$ cat config.mk
export PLATFORM = sky130hd
export DESIGN_NAME = systolic_result_drain_flat
export DESIGN_NICKNAME = d
export VERILOG_FILES = /design/src/rtl/systolic_pkg.sv /design/src/rtl/systolic_result_drain_if.sv /design/src/rtl/systolic_drain_counter.sv /design/src/rtl/systolic_result_drain.sv /design/src/flat_wrapper.sv
export SDC_FILE = /design/constraint.sdc
export NUM_CORES = 1
export LEC_CHECK = 0
export BUFFER_PORTS_ARGS = -buffer_cell sky130_fd_sc_hd__buf_2
export CORE_ASPECT_RATIO = 1.75
export CORE_MARGIN = 2
export CORE_UTILIZATION = 45
export DETAILED_ROUTE_END_ITERATION = 10
export MAX_ROUTING_LAYER = met4
export PLACE_DENSITY = 0.68
export SYNTH_ARGS = -nofsm -noshare
export SYNTH_HDL_FRONTEND = slang
export SYNTH_SLANG_ARGS = --single-unit
$ cat constraint.sdc
create_clock -name clk -period 3.3 [get_ports clk]
set_input_delay 0.66 -clock clk [delete_from_list [all_inputs] [get_ports clk]]
set_output_delay 0.66 -clock clk [all_outputs]
set_load 0.005 [all_outputs]
$ cat src/rtl/systolic_pkg.sv
// Shared definitions for the systolic array and its result drain.
package systolic_pkg;

  localparam int unsigned DEF_DATA_WIDTH = 32;
  localparam int unsigned DEF_M          = 3;

  typedef enum logic {
    IDLE,
    STREAM
  } drain_state_t;

endpackage

$ cat src/rtl/systolic_result_drain_if.sv
// Valid/ready word stream carrying one result element plus its row/col position.
interface systolic_result_drain_if #(
  parameter int unsigned DATA_WIDTH = systolic_pkg::DEF_DATA_WIDTH,
  parameter int unsigned M          = systolic_pkg::DEF_M,
  parameter int unsigned IDX_W      = $clog2(M)
);

  logic                  m_valid;
  logic                  m_ready;
  logic [DATA_WIDTH-1:0] m_data;
  logic [IDX_W-1:0]      m_row;
  logic [IDX_W-1:0]      m_col;
  logic                  m_last;

  modport master (
    output m_valid,
    output m_data,
    output m_row,
    output m_col,
    output m_last,
    input  m_ready
  );

  modport slave (
    input  m_valid,
    input  m_data,
    input  m_row,
    input  m_col,
    input  m_last,
    output m_ready
  );

endinterface

$ cat src/rtl/systolic_drain_counter.sv
// Row-major row/col counter; wrap flags the final element [M-1][M-1].
module systolic_drain_counter #(
  parameter int unsigned M     = systolic_pkg::DEF_M,
  parameter int unsigned IDX_W = $clog2(M)
) (
  input  logic             clk,
  input  logic             reset,
  input  logic             clr,
  input  logic             en,
  output logic [IDX_W-1:0] row,
  output logic [IDX_W-1:0] col,
  output logic             wrap
);

  localparam logic [IDX_W-1:0] MaxIdx = IDX_W'(M - 1);

  logic [IDX_W-1:0] row_q, row_d;
  logic [IDX_W-1:0] col_q, col_d;

  always_comb begin
    row_d = row_q;
    col_d = col_q;
    if (clr) begin
      row_d = '0;
      col_d = '0;
    end else if (en) begin
      if (col_q == MaxIdx) begin
        col_d = '0;
        row_d = (row_q == MaxIdx) ? '0 : row_q + 1'b1;
      end else begin
        col_d = col_q + 1'b1;
      end
    end
  end

  always_ff @(posedge clk) begin
    if (reset) begin
      row_q <= '0;
      col_q <= '0;
    end else begin
      row_q <= row_d;
      col_q <= col_d;
    end
  end

  assign row  = row_q;
  assign col  = col_q;
  assign wrap = (row_q == MaxIdx) && (col_q == MaxIdx);

endmodule

$ cat src/rtl/systolic_result_drain.sv
// Snapshots the M x M result matrix on done and streams it row-major over valid/ready.
module systolic_result_drain
  import systolic_pkg::*;
#(
  parameter int unsigned DATA_WIDTH = DEF_DATA_WIDTH,
  parameter int unsigned M          = DEF_M,
  parameter int unsigned IDX_W      = $clog2(M)
) (
  input  logic                  clk,
  input  logic                  reset,
  input  logic [DATA_WIDTH-1:0] result_out [0:M-1][0:M-1],
  input  logic                  done,
  input  logic                  ovr_clear,
  systolic_result_drain_if.master m,
  output logic                  busy,
  output logic                  overrun
);

  drain_state_t state_q, state_d;

  logic [DATA_WIDTH-1:0] snapshot_q [0:M-1][0:M-1];
  logic [IDX_W-1:0]      row;
  logic [IDX_W-1:0]      col;
  logic                  wrap;
  logic                  fire;
  logic                  capture;
  logic                  cnt_clr;
  logic                  ovr_set;
  logic                  overrun_q;

  assign fire = (state_q == STREAM) && m.m_ready;

  systolic_drain_counter #(
    .M     (M),
    .IDX_W (IDX_W)
  ) u_counter (
    .clk   (clk),
    .reset (reset),
    .clr   (cnt_clr),
    .en    (fire),
    .row   (row),
    .col   (col),
    .wrap  (wrap)
  );

  always_comb begin
    state_d = state_q;
    capture = 1'b0;
    cnt_clr = 1'b0;
    ovr_set = 1'b0;
    unique case (state_q)
      IDLE: begin
        if (done) begin
          capture = 1'b1;
          cnt_clr = 1'b1;
          state_d = STREAM;
        end
      end
      STREAM: begin
        if (fire && wrap) begin
          // A done coinciding with the final handshake is accepted without a bubble.
          if (done) begin
            capture = 1'b1;
            cnt_clr = 1'b1;
          end else begin
            state_d = IDLE;
          end
        end else if (done) begin
          ovr_set = 1'b1;
        end
      end
      default: state_d = IDLE;
    endcase
  end

  always_ff @(posedge clk) begin
    if (reset) begin
      state_q   <= IDLE;
      overrun_q <= 1'b0;
      for (int r = 0; r < int'(M); r++) begin
        for (int c = 0; c < int'(M); c++) begin
          snapshot_q[r][c] <= '0;
        end
      end
    end else begin
      state_q <= state_d;
      if (ovr_set) begin
        overrun_q <= 1'b1;
      end else if (ovr_clear) begin
        overrun_q <= 1'b0;
      end
      if (capture) begin
        snapshot_q <= result_out;
      end
    end
  end

  assign m.m_valid = (state_q == STREAM);
  assign m.m_data  = snapshot_q[row][col];
  assign m.m_row   = row;
  assign m.m_col   = col;
  assign m.m_last  = wrap;
  assign busy      = (state_q == STREAM);
  assign overrun   = overrun_q;

endmodule

$ cat src/flat_wrapper.sv
// flat-port wrapper written by rule: the top's interface ports become plain ports
module systolic_result_drain_flat import systolic_pkg::*;
#(
  parameter int unsigned DATA_WIDTH = DEF_DATA_WIDTH,
  parameter int unsigned M          = DEF_M,
  parameter int unsigned IDX_W      = $clog2(M)
)
  (clk, reset, result_out, done, ovr_clear, busy, overrun, m_m_valid, m_m_data, m_m_row, m_m_col, m_m_last, m_m_ready);
  systolic_result_drain_if #(.DATA_WIDTH(DATA_WIDTH), .M(M), .IDX_W(IDX_W)) m_i ();
  input  logic clk;
  input  logic reset;
  input  logic [DATA_WIDTH-1:0] result_out[0:M-1][0:M-1];
  input  logic done;
  input  logic ovr_clear;
  output logic busy;
  output logic overrun;
  output wire logic [$bits(m_i.m_valid)-1:0] m_m_valid;
  output wire logic [$bits(m_i.m_data)-1:0] m_m_data;
  output wire logic [$bits(m_i.m_row)-1:0] m_m_row;
  output wire logic [$bits(m_i.m_col)-1:0] m_m_col;
  output wire logic [$bits(m_i.m_last)-1:0] m_m_last;
  input wire logic [$bits(m_i.m_ready)-1:0] m_m_ready;
  assign m_m_valid = m_i.m_valid;
  assign m_m_data = m_i.m_data;
  assign m_m_row = m_i.m_row;
  assign m_m_col = m_i.m_col;
  assign m_m_last = m_i.m_last;
  assign m_i.m_ready = m_m_ready;
  systolic_result_drain #(.DATA_WIDTH(DATA_WIDTH), .M(M), .IDX_W(IDX_W)) u_core (.clk(clk), .reset(reset), .result_out(result_out), .done(done), .ovr_clear(ovr_clear), .m(m_i), .busy(busy), .overrun(overrun));
endmodule
Yosys cells after proc, flatten, opt, wreduce, memory -nomap -nowiden
Index checks and enable logic that the tools add are counted.
W data, S select, Z words.
{"block": "totals", "word_cells": 45, "in_bits": 293, "ff_bits": 294}
{"block": "classes", "mux": 17, "n_lt_le_gt_ge": 2, "n_bitwise": 3, "eq_ne": 2, "n_addsub": 2, "n_reduce_logical": 6}
{"cell": "$bmux W96 S2", "n": 1}
{"cell": "$mux W96", "n": 2}
{"cell": "$bmux W32 S2", "n": 1}
{"cell": "$mux W32", "n": 2}
{"cell": "$mux W1", "n": 7}
{"cell": "$ge A3 B3 Y1 const B", "n": 2}
{"cell": "$not A2 Y3", "n": 2}
{"cell": "$add A2 B1 Y2 const B", "n": 2}
{"cell": "$eq A2 B2 Y1 const B", "n": 2}
{"cell": "$mux W2", "n": 2}
{"cell": "$pmux W1 S2", "n": 2}
{"cell": "$logic_and A1 B1 Y1", "n": 3}
{"cell": "$reduce_and A2 Y1", "n": 1}
{"cell": "$reduce_bool A2 Y1", "n": 1}
{"cell": "$reduce_or A2 Y1", "n": 1}
{"cell": "$not A1 Y1", "n": 1}

Logic depth before layout (Yosys ltp)
{"block": "depth", "word_depth": 7, "ltp_mapped": 8, "mapped_depth_nobuf": 4}

Hierarchy
From an unflattened synthesis, not the netlist that was laid out.
{"block": "unflattened", "cells_unflattened": 1675, "hier_area_um2": 13773.2}
{"module": "systolic_result_drain", "seq_area_each_um2": 5805.6, "instances": 1, "area_each_um2": 13570.5, "cells_each": 1657}
{"module": "systolic_drain_counter", "seq_area_each_um2": 80.1, "instances": 1, "area_each_um2": 202.7, "cells_each": 18}

Least setup slack after synthesis
Ideal clock, no wire load.
{"block": "synth_timing", "path_type": "register to output", "startpoint": "reg u_core.u_counter.row_q[1] (netlist: u_core.u_counter.row[1])", "endpoint": "out m_m_data[14]", "path_buffers": 3, "required_time_ns": 2.640, "path_stages_with_launch": 8, "arrival_time_ns": 1.442, "path_slack_ns": 1.198, "path_cell_list": "dfxtp_1 > clkbuf_1 > nor2b_1 > clkbuf_1 > clkbuf_1 > a21o_1 > o21ai_0 > o22ai_1"}
{"block": "synth_via", "elab_chain_cells": 7}
{"element": "start, declared", "line": "systolic_drain_counter.sv:17", "text": "logic [IDX_W-1:0] row_q, row_d;"}
{"element": "start signal, assigned", "line": "systolic_drain_counter.sv:41", "text": "row_q <= row_d;"}
{"element": "$not A2 Y3 (implied by the code)", "line": "systolic_result_drain.sv:99", "text": "assign m.m_data = snapshot_q[row][col];"}
{"element": "$bmux W96 S2", "line": "systolic_result_drain.sv:99"}
{"element": "$mux W96 (implied by the code) (2 in a row)", "line": "systolic_result_drain.sv:99"}
{"element": "$bmux W32 S2", "line": "systolic_result_drain.sv:99"}
{"element": "$mux W32 (implied by the code) (2 in a row)", "line": "systolic_result_drain.sv:99"}
{"element": "end, declared", "line": "flat_wrapper.sv:18", "text": "output wire logic [$bits(m_i.m_data)-1:0] m_m_data;"}
No other way between the ends. The select of a mux whose other input is x is not followed.

Final worst setup path
{"block": "layout_timing", "startpoint": "reg u_core.u_counter.row_q[0] (netlist: u_core.u_counter.row[0])", "endpoint": "out m_m_data[1]"}
The elaborated chain is that of the path after synthesis.

==> impl_metrics.tcl <==
set metrics [dict create \
    setup_ws_ns 0.0902 \
    cts_buffers 29 \
    clock-sinks 294 \
    synthArstFlopShare_pct 0 \
    clk_pin_slew_ns 0.06 \
    die_area_um2 37200 \
    rows 91 \
    ys_ff_latch 294 \
    routed_wl_um 48100 \
    insertion_delay_ns 0.55 \
    worst_pin_slew_ns 0.871 \
    synth_edf_count 0 \
    worstSetupPathType "flip-flop to output pin" \
    cts_tree "done" \
    die_y_um 254 \
    synth_warnings 0 \
    ant_nets 0 \
    syn_area_per_cell_um2 9.51 \
    synth_top_area_share_pct 36.8 \
    drc_errors 0 \
    first_pass_iters 6 \
    htree_levels 1 \
    layout-drive-gt1-share_pct 21.7 \
    ctsLongestPathBuffers 3 \
    vdd_ir_drop_max_mv 0.336 \
    regArea_um2 5900 \
    port_buffers 332 \
    layout_min_cycle_time_ns 3.21 \
    crit_fanout 20 \
    ys_top_cells_by_area "dfxtp_1 (37%), mux2i_1 (24%), nand2b_1 (23%)" \
    grt_pass1_vias 12500 \
    holdPathEnd "u_core.busy" \
    p_leak_nw 7.70 \
    min_path_type "input port to flip-flop" \
    setup_viol 0 \
    cts_hold_buf 0 \
    synth-main-ff-cell "dfxtp_1" \
    hold_viol 0 \
    wl_per_cell_um 19.9 \
    final_nets 2227 \
    yosysUniqueCellTypes 28 \
    cts_setup_buffers 0 \
    cts_root_buf "clkbuf_16" \
    outcome "finished, final reports clean" \
    gp_congestion 0.937 \
    cp.arrival_ns 2.55 \
    antenna_found_initial 7 \
    syn_nets 1976 \
    reg2reg_to "u_core.snapshot_q[239]" \
    fin_setup_tns_ns 0 \
    start_util_pct 45.5 \
    crit_path_start_kind "flip-flop" \
    rsz0062_at_grt "false" \
    min_period_over_period_pct 97.3 \
    n_fill_cell 3292 \
    holdWs_ns 0.353 \
    place_ws_ns 0.740 \
    grt_util_all_layers_pct 25.5 \
    holdPathStages 3 \
    r2r-start "u_core.u_counter.row[1]" \
    multi_input_area_um2 8920 \
    p_per_area_nw_per_um2 450 \
    via_count 12400 \
    fin_skew_ns 0.0153 \
    reg2reg_depth 7 \
    core-area_um2 35200 \
    cap_violations 0 \
    avgViaCountPerCell 5.14 \
    drt-initial-drc-count 702 \
    cp_data_required_time_ns 2.64 \
    die_w_um 147 \
    slew_headroom_pct 42.0 \
    final_core_util_pct 52.7 \
    seq_area_frac_synth_pct 36.8 \
    crit_start "u_core.u_counter.row[0]" \
    fmax_mhz 312 \
    grt_max_degree 178 \
    io_pins 333 \
    yosys.cell_count.top_type "nand2b_1" \
    ys_top_cells_by_count "nand2b_1 (578), mux2i_1 (385), dfxtp_1 (294)" \
    maxSlewViolCount 0 \
    holdCritStartpoint "done" \
    area_growth_pct 15.8 \
    cts_resized 0 \
    grt_pass1_wl_um 70900 \
    syn_inst 1683 \
    synth_area_um2 16000 \
    hpwl_um 36000 \
    end_kind "output pin" \
    synth_top_area_cell "dfxtp_1" \
    r2r_setup_slack_ns 0.79 \
    grt_overflow 0 \
]
-- where the power goes --
group	leakage (nW)	total, mW	internal (mW)	switching [mW]
Sequential	2.42	3.93	3.77	0.159
Clock	0.444	3.22	1.85	1.37
Combinational	4.84	1.19	0.599	0.592
-- how the worst max path moves through the flow --
| stage | end | slack (ns) | cells after the start |
|---|---|---|---|
| 6_report | m_m_data[1] | 0.09 | 7 |
| 5_1_grt | m_m_data[1] | 0.06 | 7 |
| 4_1_cts | m_m_data[1] | 0.13 | 7 |
| 3_5_place_dp | m_m_data[1] | 0.74 | 7 |
| 3_3_place_gp | m_m_data[13] | 0.71 | 7 |
| 2_1_floorplan | m_m_data[14] | 1.20 | 7 |
-- layout make-up --
cell class	count	share of cell area [%]
timing repair buffer	369	11.5
sequential	294	31.8
clock inverter	3	0.216
clock buffer	43	4.63
antenna	5	0.0675
multi-input combinational	1208	48.1
inverter	32	0.648
tap	465	3.14
-- metrics by stage --
step	area, µm²	instances	total power [mW]
global route	18500	2419	8.65
floorplan	16000	1683	4.78
detailed placement	17600	2368	5.20
global placement	17600	2368	5.18
finish	18500	2419	8.34
CTS	18500	2414	8.40
-- layer usage --
layer | wire length, µm | track usage (%) | share of wire, %
met1 | 18800 | 28.8 | 39
met2 | 24800 | 44.7 | 51
met3 | 2060 | 2.35 | 4.3
met4 | 2480 | 13.6 | 5.2
met5 | 0 | - | 0
-- registers in the layout, summed over array words and instances (netlist names) --
register / cells
u_core.u_counter.col: 2
u_core.u_counter.row: 2
u_core.snapshot_q: 288
u_core.busy: 1
u_core.overrun: 1
-- logic make-up after synthesis --
| group | Yosys count | synth area share, % |
|---|---|---|
| compound gates | 165 | 6.70 |
| buf+inv | 181 | 7.63 |
| flops | 294 | 36.8 |
| mux | 385 | 24.1 |
| simple gates | 658 | 24.8 |
-- cell usage in the layout, fill, tap and decap left out, types with 5 or more instances in the layout --
cell	instances
nand2b_1	578
mux2i_1	385
buf_2	331
dfxtp_1	290
nor2_1	63
a21oi_1	35
o21ai_0	34
inv_1	32
o221ai_1	32
o22ai_1	31
a21o_1	29
clkbuf_16	29
buf_4	23
buf_12	14
clkbuf_8	8
clkbuf_1	6
diode_2	5
-- critical path, cell delays in order, from the launching register on --
cell and delay (ns):
dfxtp_4 0.50, buf_12 0.23, buf_4 0.38, mux2i_1 0.25, nor2_1 0.05, a21oi_1 0.25, o22ai_1 0.15, buf_2 0.16
(Power assumes the default switching activity.)
